<file path="src/rtl/mem_uart_dump_ctrl.sv">
// Dumps Data_Memory words 1..N over UART TX, MSB byte first, after reading N from address 0.
// Define DUMP_PARITY_EN to append an even-parity bit to every frame.
module mem_uart_dump_ctrl #(
    parameter int CLKS_PER_BIT = 16,
    parameter int MAX_WORDS    = 255
) (
    input  logic        clk,
    input  logic        rst,
    input  logic        start,
    output logic        mem_readEn,
    output logic [31:0] mem_address,
    input  logic [31:0] mem_dataOut,
    output logic        mem_grant,
    output logic        tx,
    output logic        busy,
    output logic        done
);
    localparam int IDX_W = (MAX_WORDS < 2) ? 1 : $clog2(MAX_WORDS + 1);
    localparam int TMR_W = $clog2(CLKS_PER_BIT);
    localparam logic [TMR_W-1:0] TMR_LAST = TMR_W'(CLKS_PER_BIT - 1);
    localparam logic [31:0] MAX_CNT = 32'(MAX_WORDS);

    typedef enum logic [3:0] {
        IDLE,
        RD_CNT,
        WAIT_CNT,
        RD_WORD,
        WAIT_WORD,
        TX_START,
        TX_DATA,
`ifdef DUMP_PARITY_EN
        TX_PAR,
`endif
        TX_STOP,
        DONE
    } state_t;

    state_t           state;
    logic [IDX_W-1:0] wordCnt;
    logic [IDX_W-1:0] index;
    logic [TMR_W-1:0] bitTimer;
    logic [2:0]       bitIdx;
    logic [1:0]       byteCnt;
    logic [31:0]      shiftWord;
    logic [7:0]       txByte;
    logic             bitEnd;

    assign bitEnd = (bitTimer == TMR_LAST);

    always_ff @(posedge clk or negedge rst) begin
        if (!rst) begin
            state       <= IDLE;
            wordCnt     <= '0;
            index       <= '0;
            bitTimer    <= '0;
            bitIdx      <= '0;
            byteCnt     <= '0;
            shiftWord   <= '0;
            txByte      <= '0;
            mem_readEn  <= 1'b0;
            mem_address <= '0;
            mem_grant   <= 1'b0;
            tx          <= 1'b1;
            busy        <= 1'b0;
            done        <= 1'b0;
        end else begin
            unique case (state)
                IDLE: begin
                    if (start) begin
                        state       <= RD_CNT;
                        mem_readEn  <= 1'b1;
                        mem_address <= '0;
                        mem_grant   <= 1'b1;
                        busy        <= 1'b1;
                    end
                end
                RD_CNT: begin
                    state      <= WAIT_CNT;
                    mem_readEn <= 1'b0;
                end
                WAIT_CNT: begin
                    // Unsigned 32-bit clamp keeps index from ever wrapping.
                    if (mem_dataOut > MAX_CNT) wordCnt <= IDX_W'(MAX_WORDS);
                    else wordCnt <= mem_dataOut[IDX_W-1:0];
                    if (mem_dataOut == 32'd0) begin
                        state <= DONE;
                        done  <= 1'b1;
                    end else begin
                        index       <= IDX_W'(1);
                        state       <= RD_WORD;
                        mem_readEn  <= 1'b1;
                        mem_address <= 32'd1;
                    end
                end
                RD_WORD: begin
                    state      <= WAIT_WORD;
                    mem_readEn <= 1'b0;
                end
                WAIT_WORD: begin
                    shiftWord <= mem_dataOut;
                    byteCnt   <= '0;
                    bitTimer  <= '0;
                    tx        <= 1'b0;
                    state     <= TX_START;
                end
                TX_START: begin
                    if (bitTimer == '0) txByte <= shiftWord[31:24];
                    if (bitEnd) begin
                        bitTimer <= '0;
                        bitIdx   <= '0;
                        tx       <= txByte[0];
                        state    <= TX_DATA;
                    end else begin
                        bitTimer <= bitTimer + 1'b1;
                    end
                end
                TX_DATA: begin
                    if (bitEnd) begin
                        bitTimer <= '0;
                        if (bitIdx == 3'd7) begin
`ifdef DUMP_PARITY_EN
                            tx    <= ^txByte;
                            state <= TX_PAR;
`else
                            tx    <= 1'b1;
                            state <= TX_STOP;
`endif
                        end else begin
                            bitIdx <= bitIdx + 3'd1;
                            tx     <= txByte[bitIdx + 3'd1];
                        end
                    end else begin
                        bitTimer <= bitTimer + 1'b1;
                    end
                end
`ifdef DUMP_PARITY_EN
                TX_PAR: begin
                    if (bitEnd) begin
                        bitTimer <= '0;
                        tx       <= 1'b1;
                        state    <= TX_STOP;
                    end else begin
                        bitTimer <= bitTimer + 1'b1;
                    end
                end
`endif
                TX_STOP: begin
                    if (bitEnd) begin
                        bitTimer <= '0;
                        if (byteCnt != 2'd3) begin
                            shiftWord <= {shiftWord[23:0], 8'h00};
                            byteCnt   <= byteCnt + 2'd1;
                            tx        <= 1'b0;
                            state     <= TX_START;
                        end else if (index < wordCnt) begin
                            index       <= index + 1'b1;
                            mem_readEn  <= 1'b1;
                            mem_address <= 32'(index + 1'b1);
                            state       <= RD_WORD;
                        end else begin
                            done  <= 1'b1;
                            state <= DONE;
                        end
                    end else begin
                        bitTimer <= bitTimer + 1'b1;
                    end
                end
                DONE: begin
                    done      <= 1'b0;
                    busy      <= 1'b0;
                    mem_grant <= 1'b0;
                    state     <= IDLE;
                end
                default: state <= IDLE;
            endcase
        end
    end
endmodule
</file>
<file path="config.mk">
export PLATFORM = sky130hd
export DESIGN_NAME = mem_uart_dump_ctrl
export DESIGN_NICKNAME = d
export VERILOG_FILES = /design/src/rtl/mem_uart_dump_ctrl.sv
export SDC_FILE = /design/constraint.sdc
export NUM_CORES = 1
export LEC_CHECK = 0
export ABC_CLOCK_PERIOD_IN_PS = 5760
export CORE_MARGIN = 2
export CORE_UTILIZATION = 58
export DETAILED_ROUTE_END_ITERATION = 10
export GPL_TIMING_DRIVEN = 0
export PLACE_DENSITY = 0.88
export SLEW_MARGIN = 20
export SYNTH_ARGS = -nofsm -noshare
export SYNTH_HDL_FRONTEND = slang
export SYNTH_SLANG_ARGS = --single-unit
</file>
<file path="constraint.sdc">
create_clock -name clk -period 5.76 [get_ports clk]
set_input_delay 1.728 -clock clk [delete_from_list [all_inputs] [get_ports clk]]
set_output_delay 1.728 -clock clk [all_outputs]
set_load 0.05 [all_outputs]
</file>
==> results by group <==
Global route
  • Global-route wire length before repair: 17.15 mm
  • GRT met2 Usage: 0.4373
  • Vias in the first global route: 3,610
  • Largest net degree at the start of global routing: 52
  • GR peak layer: met2
  • Met3 Track Usage GR: 0.03840
  • Initial antenna violation count: 0
  • GRT met1 Usage: 0.3315
  • Grt total ovfl: 0
  • Overall routing resource usage: 0.2582

STA
  • Fmax: 0.2525 GHz
  • Tmin final: 3.961 ns
  • Rel. slew slack: 0.5061
  • RSZ-0062 raised after global routing: false
  • Worst-Margin Slew: 0.7360 ns
  • Final worst-path cycle share: 0.6876
  • Endpoints failing hold: 0
  • Max-slew violation count: 0
  • Sum of negative setup slack: 0 ns
  • Setup-failing EPs final: 0
  • Skew final: 0.01006 ns

Floorplanning
  • Starting utilization of the core area: 0.5972
  • Die Footprint: 0.008176 mm²
  • Chip Width: 90.42 µm
  • Core Box Area: 0.007253 mm²
  • Row cnt: 31
  • Ports: 72
  • Die height: 90.42 µm

Clock tree
  • Clock transition at path regs: 0.09 ns
  • PostCTS Resize Cnt: 0
  • CTS buffer count: 9
  • H-tree levels: 3
  • Clk sinks: 82
  • Clk buf depth: 2
  • TritonCTS clock tree: built
  • Clk_lat worst skew: 0.36 ns
  • Root Driver: clkbuf_8
  • # Post-CTS Setup Buffers: 0
  • Hold buffer count at CTS: 0

Synth
  • Main area contributors after synthesis: dfrtp_1 47%, nand2_1 5.6%, mux2_2 5.2%
  • Xor/xnor share of the synthesized area: 0.01213
  • Syn Inst Count: 444
  • Synth cell types: 57
  • Compound-Gate Fraction of Synth Area: 0.1603
  • Number of flops mapped to enable cells by yosys: 0
  • Predominant post-synthesis flop cell: dfrtp_1
  • Synth Area in Adders: 0.03755
  • Seq/Total Area, Yosys: 0.4740
  • Ys async rst share: 1.000
  • Top cell type's share of synthesized area: 0.4679
  • Synthesized flop and latch total: 82
  • Mux contribution to synthesized area: 0.06730
  • Post-Synth Simple-Gate Area: 0.1748
  • Largest family of logic cells by synthesized area: simple AND/OR/NAND/NOR gates
  • Syn Std Cell Area: 0.004332 mm²
  • Mean Syn Cell Area: 9.756 µm²
  • Syn. warnings: 0
  • Commonest cells post-synth: 81 x dfrtp_1, 65 x nand2_1, 42 x nor2_1
  • Most common cell in the synthesized netlist: dfrtp_1
  • Area leader, netlist: dfrtp_1

Final layout
  • Share of cells above drive strength 1: 0.1488
  • Area delta synth->final: 21.29%
  • Final nets: 574
  • Fillers: 531
  • Ant diodes: 0
  • Final Core Density: 0.7243

Worst setup path
  • Data arrival, critical path: 4.20 ns
  • Critical Path End Type: flop
  • Max FO, Critical Path: 7
  • CP startpoint: mem_dataOut[13]
  • Reg-to-Reg Start: index[2]
  • WP data required: 6.00 ns
  • Worst Setup Path Type: primary input to flop
  • Critical Path Source Type: primary input

Route
  • Initial drt markers: 294
  • Vias per std cell: 5.873
  • DRC viols: 0
  • Post-DRT Antenna Nets: 0
  • DR vias: 3,700
  • DR pass1 iterations: 5
  • Total wire length: 10.39 mm
  • Post-DR wirelength/cell: 16.50 µm

Pwr
  • P_leak: 2.375 nW
  • Pwr/cell area: 481.6 mW/mm²
  • Max VDD drop: 0.0002269 V

Placed design
  • I/O Buffers: 48
  • GP Congestion: 0.8627
  • HPWL Detailed: 7.361 mm

Run
  • Max-cap violations: 0

Hold path
  • Hold Crit Start: byteCnt[1]
  • Worst min-delay path class: flop to flop

Run status
  • Status: completed
per-layer routing:
| metal | part of all wire | vias to the layer above |
|---|---|---|
| met1 | 0.40 | 1813 |
| met3 | 0.049 | 26 |
| met4 | 0.026 | 0 |
| met2 | 0.52 | 146 |
| met5 | 0 | - |
| li1 | - | 1715 |
critical path, stage by stage:
cell and delay [ns]:
clkdlybuf4s50_1 0.42, nor4_1 0.56, nand4_1 0.32, o21bai_1 0.52, a21oi_1 0.30, mux2_2 0.34
worst paths after layout:
check	to	slack [ns]	cells after the start
setup / recovery	index[0]	1.80	6
hold / removal	byteCnt[1]	0.49	2
setup reg to reg	mem_address[5]	3.17	6
hold reg to reg	byteCnt[1]	0.49	2
max in group asynchronous	index[1]	3.86	2
min in group asynchronous	bitTimer[3]	1.31	1
sequential cells by signal (all words and copies together), names as in the netlist:
signal,flops
mem_readEn,1
wordCnt,8
state,4
busy,1
tx,1
done,1
bitIdx,3
index,8
shiftWord,32
byteCnt,2
bitTimer,4
txByte,8
mem_address,9
layout by cell type, fill, tap and decap left out, types with 5 or more instances in the layout:
master and count:
dfrtp_1 81, nand2_1 65, clkdlybuf4s50_1 47, nor2_1 42
buf_4 26, a31oi_1 26, conb_1 23, mux2_2 20
o21ai_0 17, a21oi_1 14, nand3_1 13, ha_1 13
inv_1 12, clkbuf_1 12, a22o_1 11, nor3_1 10
clkbuf_8 10, nor4_1 9, buf_2 7, and3_1 5
layout make-up:
cell class	count	area [µm²]	share of cell area
plain buffers	44	267.8	0.05096
inverters	13	48.80	0.009288
well taps	99	123.9	0.02358
multi-input cells	327	2044	0.3891
repair buffers	49	505.5	0.09621
flip-flops and latches	82	2053	0.3908
clock buffers	10	137.6	0.02620
clock inverters	6	72.57	0.01381
logic make-up (layout without fill, tap and decap cells):
group / Yosys count / after routing
fa+ha+maj: 13 / 13
other cells: 1 / 23
mux: 24 / 24
compound gates: 97 / 97
simple gates: 164 / 164
xor+xnor: 6 / 6
buf+inv: 57 / 122
flops: 82 / 82
report_power, final:
group          internal [mW]  switching, mW  leakage, nW
Clock                  0.218          0.225        0.104
Combinational          0.463          0.717         1.30
Sequential             0.777          0.131        0.972
Total                   1.46           1.07         2.37
metrics by stage:
stage	total power, mW	std cells	hold slack (ns)	instance area [µm²]	worst slack, ns
final	2.530	630	0.4860	5254	1.799
after global routing	2.684	630	0.5161	5254	1.699
after CTS	2.516	630	0.4849	5254	1.876
after detailed placement	2.060	614	0.4645	5044	1.571
after global placement	2.007	613	0.4572	5019	0.1475
after floorplan	1.762	466	0.4428	4414	2.578
No activity file was read; power rests on OpenSTA's default activity.
